`config.mk`:
```
export PLATFORM = sky130hd
export DESIGN_NAME = alu_arbiter
export DESIGN_NICKNAME = d
export VERILOG_FILES = /design/src/rtl/alu_arb_pkg.sv /design/src/rtl/alu.sv /design/src/rtl/alu_rr_pick.sv /design/src/rtl/alu_arbiter.sv
export SDC_FILE = /design/constraint.sdc
export NUM_CORES = 1
export LEC_CHECK = 0
export BUFFER_PORTS_ARGS = -buffer_cell sky130_fd_sc_hd__buf_2
export CORE_MARGIN = 2
export CORE_UTILIZATION = 34
export CTS_CLUSTER_SIZE = 16
export DETAILED_ROUTE_END_ITERATION = 12
export SYNTH_ARGS = -nofsm -noshare
export SYNTH_HDL_FRONTEND = slang
export SYNTH_SLANG_ARGS = --single-unit
```
`constraint.sdc`:
```
create_clock -name clk -period 2.95 [get_ports clk]
set_input_delay 0.59 -clock clk [delete_from_list [all_inputs] [get_ports clk]]
set_output_delay 0.59 -clock clk [all_outputs]
set_load 0.05 [all_outputs]
```
`src/rtl/alu_arb_pkg.sv`:
```
// Shared types and constants for the ALU arbiter: FSM states, datapath widths
// and the 3-bit opcode map.
package alu_arb_pkg;

  localparam int ALU_W = 8;
  localparam int OP_W  = 3;

  typedef enum logic [1:0] {
    IDLE = 2'd0,
    EXEC = 2'd1,
    RESP = 2'd2
  } state_t;

  localparam logic [OP_W-1:0] OP_ADD = 3'b000;
  localparam logic [OP_W-1:0] OP_SUB = 3'b001;
  localparam logic [OP_W-1:0] OP_AND = 3'b010;
  localparam logic [OP_W-1:0] OP_OR  = 3'b011;
  localparam logic [OP_W-1:0] OP_XOR = 3'b100;
  localparam logic [OP_W-1:0] OP_NOT = 3'b101;
  localparam logic [OP_W-1:0] OP_SHL = 3'b110;
  localparam logic [OP_W-1:0] OP_SHR = 3'b111;

endpackage

```
`src/rtl/alu.sv`:
```
// Combinational 8-bit ALU. Carry is the add carry-out or the subtract borrow;
// logic and shift ops clear it.
module alu
  import alu_arb_pkg::*;
(
  input  logic [ALU_W-1:0] a,
  input  logic [ALU_W-1:0] b,
  input  logic [OP_W-1:0]  op,
  output logic [ALU_W-1:0] result,
  output logic             zero,
  output logic             carry
);

  logic [ALU_W:0] wide;

  always_comb begin
    wide = '0;
    case (op)
      OP_ADD:  wide = {1'b0, a} + {1'b0, b};
      OP_SUB:  wide = {1'b0, a} - {1'b0, b};
      OP_AND:  wide = {1'b0, a & b};
      OP_OR:   wide = {1'b0, a | b};
      OP_XOR:  wide = {1'b0, a ^ b};
      OP_NOT:  wide = {1'b0, ~a};
      OP_SHL:  wide = {1'b0, a[ALU_W-2:0], 1'b0};
      OP_SHR:  wide = {2'b00, a[ALU_W-1:1]};
      default: wide = '0;
    endcase
  end

  assign result = wide[ALU_W-1:0];
  assign carry  = wide[ALU_W];
  assign zero   = (result == '0);

endmodule

```
`src/rtl/alu_rr_pick.sv`:
```
// Combinational winner select. Round-robin from last_grant+1 by default;
// with ALU_ARB_FIXED_PRIO_EN defined the lowest valid index always wins.
module alu_rr_pick
  import alu_arb_pkg::*;
#(
  parameter int NREQ = 2,
  parameter int IDW  = 1
) (
  input  logic [NREQ-1:0] req_valid,
  input  logic [IDW-1:0]  last_grant,
  output logic [NREQ-1:0] grant,
  output logic [IDW-1:0]  grant_idx
);

  logic [IDW-1:0] start;

`ifdef ALU_ARB_FIXED_PRIO_EN
  logic unused_last_grant;
  assign unused_last_grant = ^last_grant;
  // Starting "after" the top index makes the scan begin at requester 0.
  assign start = IDW'(NREQ-1);
`else
  assign start = last_grant;
`endif

  always_comb begin
    logic [IDW-1:0] idx;
    logic           found;
    grant     = '0;
    grant_idx = '0;
    found     = 1'b0;
    idx       = start;
    for (int k = 0; k < NREQ; k++) begin
      idx = (idx == IDW'(NREQ-1)) ? '0 : idx + 1'b1;
      if (!found && req_valid[idx]) begin
        found          = 1'b1;
        grant[idx]     = 1'b1;
        grant_idx      = idx;
      end
    end
  end

endmodule

```
`src/rtl/alu_arbiter.sv`:
```
// Shares one ALU among NREQ requesters; responses are tagged with the requester id.
// Arbitration policy is selected by ALU_ARB_FIXED_PRIO_EN (see alu_rr_pick).
//
//   state | meaning
//   IDLE  | offer ready to the arbitration winner, latch its operands on handshake
//   EXEC  | ALU runs on latched operands, result registered into rsp_*
//   RESP  | rsp_valid held with stable data until rsp_ready
module alu_arbiter
  import alu_arb_pkg::*;
#(
  parameter int NREQ = 2,
  parameter int IDW  = (NREQ > 1) ? $clog2(NREQ) : 1
) (
  input  logic                  clk,
  input  logic                  rst,
  input  logic [NREQ-1:0]       req_valid,
  output logic [NREQ-1:0]       req_ready,
  input  logic [ALU_W*NREQ-1:0] req_a,
  input  logic [ALU_W*NREQ-1:0] req_b,
  input  logic [OP_W*NREQ-1:0]  req_op,
  output logic                  rsp_valid,
  input  logic                  rsp_ready,
  output logic [IDW-1:0]        rsp_id,
  output logic [ALU_W-1:0]      rsp_result,
  output logic                  rsp_zero,
  output logic                  rsp_carry
);

  state_t            state, state_nxt;
  logic [IDW-1:0]    last_grant, grant_idx, lat_id;
  logic [NREQ-1:0]   grant;
  logic [ALU_W-1:0]  lat_a, lat_b, alu_result;
  logic [OP_W-1:0]   lat_op;
  logic              alu_zero, alu_carry;

  logic [ALU_W-1:0]  a_arr  [NREQ];
  logic [ALU_W-1:0]  b_arr  [NREQ];
  logic [OP_W-1:0]   op_arr [NREQ];

  for (genvar i = 0; i < NREQ; i++) begin : g_unpack
    assign a_arr[i]  = req_a[ALU_W*i +: ALU_W];
    assign b_arr[i]  = req_b[ALU_W*i +: ALU_W];
    assign op_arr[i] = req_op[OP_W*i +: OP_W];
  end

  alu_rr_pick #(.NREQ(NREQ), .IDW(IDW)) u_pick (
    .req_valid  (req_valid),
    .last_grant (last_grant),
    .grant      (grant),
    .grant_idx  (grant_idx)
  );

  alu u_alu (
    .a      (lat_a),
    .b      (lat_b),
    .op     (lat_op),
    .result (alu_result),
    .zero   (alu_zero),
    .carry  (alu_carry)
  );

  always_ff @(posedge clk) begin
    if (rst) state <= IDLE;
    else     state <= state_nxt;
  end

  // Ready is masked during reset so nothing is offered while the FSM is held.
  always_comb begin
    state_nxt = state;
    req_ready = '0;
    case (state)
      IDLE: begin
        if (!rst) req_ready = grant;
        if (|req_valid) state_nxt = EXEC;
      end
      EXEC:    state_nxt = RESP;
      RESP:    if (rsp_ready) state_nxt = IDLE;
      default: state_nxt = IDLE;
    endcase
  end

  always_ff @(posedge clk) begin
    if (rst) begin
      last_grant <= IDW'(NREQ-1);
      lat_id     <= '0;
      lat_a      <= '0;
      lat_b      <= '0;
      lat_op     <= '0;
      rsp_valid  <= 1'b0;
      rsp_id     <= '0;
      rsp_result <= '0;
      rsp_zero   <= 1'b0;
      rsp_carry  <= 1'b0;
    end else begin
      case (state)
        IDLE: begin
          if (|req_valid) begin
            lat_a      <= a_arr[grant_idx];
            lat_b      <= b_arr[grant_idx];
            lat_op     <= op_arr[grant_idx];
            lat_id     <= grant_idx;
            last_grant <= grant_idx;
          end
        end
        EXEC: begin
          rsp_valid  <= 1'b1;
          rsp_id     <= lat_id;
          rsp_result <= alu_result;
          rsp_zero   <= alu_zero;
          rsp_carry  <= alu_carry;
        end
        RESP: begin
          if (rsp_ready) rsp_valid <= 1'b0;
        end
        default: ;
      endcase
    end
  end

endmodule

```
==> results.md <==
- Status: completed
- VDD IR-drop max: 0.0003404 V
- Clk slew on worst S/H paths: 80 ps
- TritonCTS clock tree: built
- Yosys reg bits: 35
- CP startpoint kind: flip-flop
- Layout area overhead: 19.78%
- Total die area: 8943 um^2
- Ys flop type: dfxtp_1
- Num Clock Sinks: 35
- Avg WL per Cell: 13.38 um
- Arr. time, crit path: 2870 ps
- Yosys cell types: 60
- Pre-CTS setup slack: 42.44 ps
- Critical Path Sink Type: flip-flop
- Cells after Synth: 348
- Routed Antenna Nets: 0
- Minimum clock period: 2702 ps
- Detailed placement HPWL: 5178 um
- Most frequent cell after synthesis: dfxtp_1
- Setup Fix Bufs, Post-CTS: 0
- Worst Setup EP: rsp_zero$_SDFFE_PP0P_
- Layout Utilization: 41.28%
- Synth cell count leaders: dfxtp_1 (35), o21ai_0 (29), nor2_1 (26), ha_1 (25), inv_1 (25)
- Post-Synth Adder-Cell Area: 11.93%
- Post-Synth Simple-Gate Area: 17.54%
- Diode count: 0
- Met1 WL: 3504 um
- Drt total wl: 6809 um
- Pre-Repair DR Iteration Count: 4
- Synth Cell Area: 2789 um^2
- PD cells: 646.1 nW/um^2
- Worst EP required: 3120 ps
- Hold WC Path Type: reg2reg
- # IOs: 57
- RSZ-0062 raised after global routing: false
- DR vias: 2607
- Initial antenna violation count: 0
- Syn avg cell area: 8.014 um^2
- Synth area leaders: dfxtp_1 (25%), ha_1 (11%), mux2i_1 (7.5%)
- Top Metal Used: met4
- Post-synth ARST share: 0%
- Final period utilization: 91.60%
- Rows: 33
- Setup CP Type: reg2reg
- FF-to-FF Start: lat_b[1]$_SDFFE_PP0P_
- Depth of the most critical reg-to-reg path: 11
- Initial DRC count: 113
- R2r endpoint: rsp_zero$_SDFFE_PP0P_
- Setup TNS Final: 0 ps
- Crit path from: lat_b[1]$_SDFFE_PP0P_
- Final Hold Viols: 0
- Max-cap violations: 0
- CP max FO: 4
- Leading area contributor after synthesis: dfxtp_1
- Synth Area in XOR/XNOR: 2.512%
- Worst-Margin Slew: 426.5 ps
- Die width: 94.57 um
- TritonCTS buffer count: 5
- Syn nets: 417
- EDFF count, synth: 0
- Core area: 8093 um^2
- Clock root cell: clkbuf_8
- Final WS setup: 247.9 ps
- Vias in the first global route: 2489
- # hold bufs at CTS: 0
- Top cell type's share of synthesized area: 25.12%
- Met2 routed WL: 2867 um
- Initial core utilization: 34.46%
- Synth warn: 0
- Leak: 0.001460 uW
- R2R setup slack: 250 ps
- Hold Slack: 453.8 ps
- Final setup viols: 0
- FMAX: 370.1 MHz
- # DRC: 0
- Die Y: 94.57 um
- Compound-Gate Fraction of Synth Area: 26.29%
- Mux share of post-synthesis cell area: 9.556%
- Placer Congestion: 0.8952
- Clock tree buffer depth: 2
- H-tree levels: 2
- Seq/Total Area, Yosys: 25.12%
- Largest net degree at the start of global routing: 26
- Routed wl met3: 290 um
- Via density: 5.122
- GRT overflow: 0
- Global-route wire length before repair: 11610 um
- Clk_skew: 4.166 ps
- Clk_lat worst skew: 290 ps
- Count of pins over their slew limit: 0
- Post-cts resize count: 1
- Gr usage total: 16.22%
- Share of post-route cells with drive strength above 1: 22.28%
- Worst relative slew slack: 71.57%
- Main combinational cell family by area after synthesis: compound AO/OA/AOI/OAI gates
- # nets final: 472
- PortBufs: 56
critical path, cell delays in order (launching register included):
cell,delay (ps)
dfxtp_1,370
inv_1,100
ha_1,240
nor2_1,140
xnor2_1,80
ha_1,350
o21ai_0,90
a21o_1,200
a2111oi_1,380
mux2_2,390
o21ai_2,160
o31ai_2,80
cell usage in the layout (no fill, tap or decap), types with 4 or more instances in the layout:
| cell | instances |
|---|---|
| buf_2 | 56 |
| nor3_1 | 10 |
| nand3b_1 | 4 |
| clkbuf_8 | 5 |
| o21ai_0 | 28 |
| nor2b_1 | 5 |
| buf_4 | 15 |
| nor2_1 | 26 |
| inv_1 | 25 |
| xnor2_1 | 7 |
| nand2b_1 | 11 |
| nand2_1 | 24 |
| a21boi_0 | 19 |
| ha_1 | 25 |
| a21oi_1 | 18 |
| dfxtp_1 | 34 |
| mux2i_1 | 21 |
worst min path at each step:
stage,start,endpoint,cells past startpoint
floorplan,lat_id$_SDFFE_PP0P_,rsp_id$_SDFFE_PP0P_,2
global placement,rsp_result[6]$_SDFFE_PP0P_,rsp_result[6]$_SDFFE_PP0P_,2
detailed placement,rsp_result[2]$_SDFFE_PP0P_,rsp_result[2]$_SDFFE_PP0P_,2
CTS,rsp_result[2]$_SDFFE_PP0P_,rsp_result[2]$_SDFFE_PP0P_,2
global route,rsp_id$_SDFFE_PP0P_,rsp_id$_SDFFE_PP0P_,2
finish,rsp_id$_SDFFE_PP0P_,rsp_id$_SDFFE_PP0P_,2
sequential cells by signal, indices dropped and copies added (netlist names):
name	count
lat_a	8
lat_b	8
rsp_result	8
lat_op	3
state	2
last_grant	1
lat_id	1
rsp_carry	1
rsp_id	1
rsp_valid	1
rsp_zero	1
where the power goes:
group	internal (uW)	switching, uW	total [uW]
clock	252	187	439
combinational	472	644	1120
sequential	538	65.6	603
area by class of cell:
type | instances | area [um^2]
repair buffers | 71 | 392.9
fillers | 853 | 4752
clock buffers | 5 | 68.82
flip-flops and latches | 35 | 701.9
multi-input cells | 265 | 1908
well taps | 105 | 131.4
inverters | 25 | 93.84
clock inverters | 3 | 43.79
metal layers:
| layer | up-vias | GRT usage (%) |
|---|---|---|
| met5 | - | 0 |
| met4 | 0 | 6.401 |
| met2 | 65 | 25.18 |
| li1 | 1349 | - |
| met1 | 1182 | 22.71 |
| met3 | 11 | 2.235 |
through the flow:
step,power (uW),cells,instance area (um^2)
2_1_floorplan,1408,348,2789
3_3_place_gp,1675,501,3211
3_5_place_dp,1688,501,3211
4_1_cts,2146,509,3323
5_1_grt,2337,509,3341
6_report,2158,509,3341
logic make-up (layout without fill, tap and decap cells):
| kind of cell | count (synthesis) | after routing |
|---|---|---|
| AOI/OAI and AO/OA | 109 | 109 |
| xor gates and xnor gates | 8 | 8 |
| adders and majority gates | 26 | 26 |
| buffers and inverters | 48 | 104 |
| DFF | 35 | 35 |
| muxes | 25 | 25 |
| and+or+nand+nor | 97 | 97 |
Power figures use the tool's default switching activity.
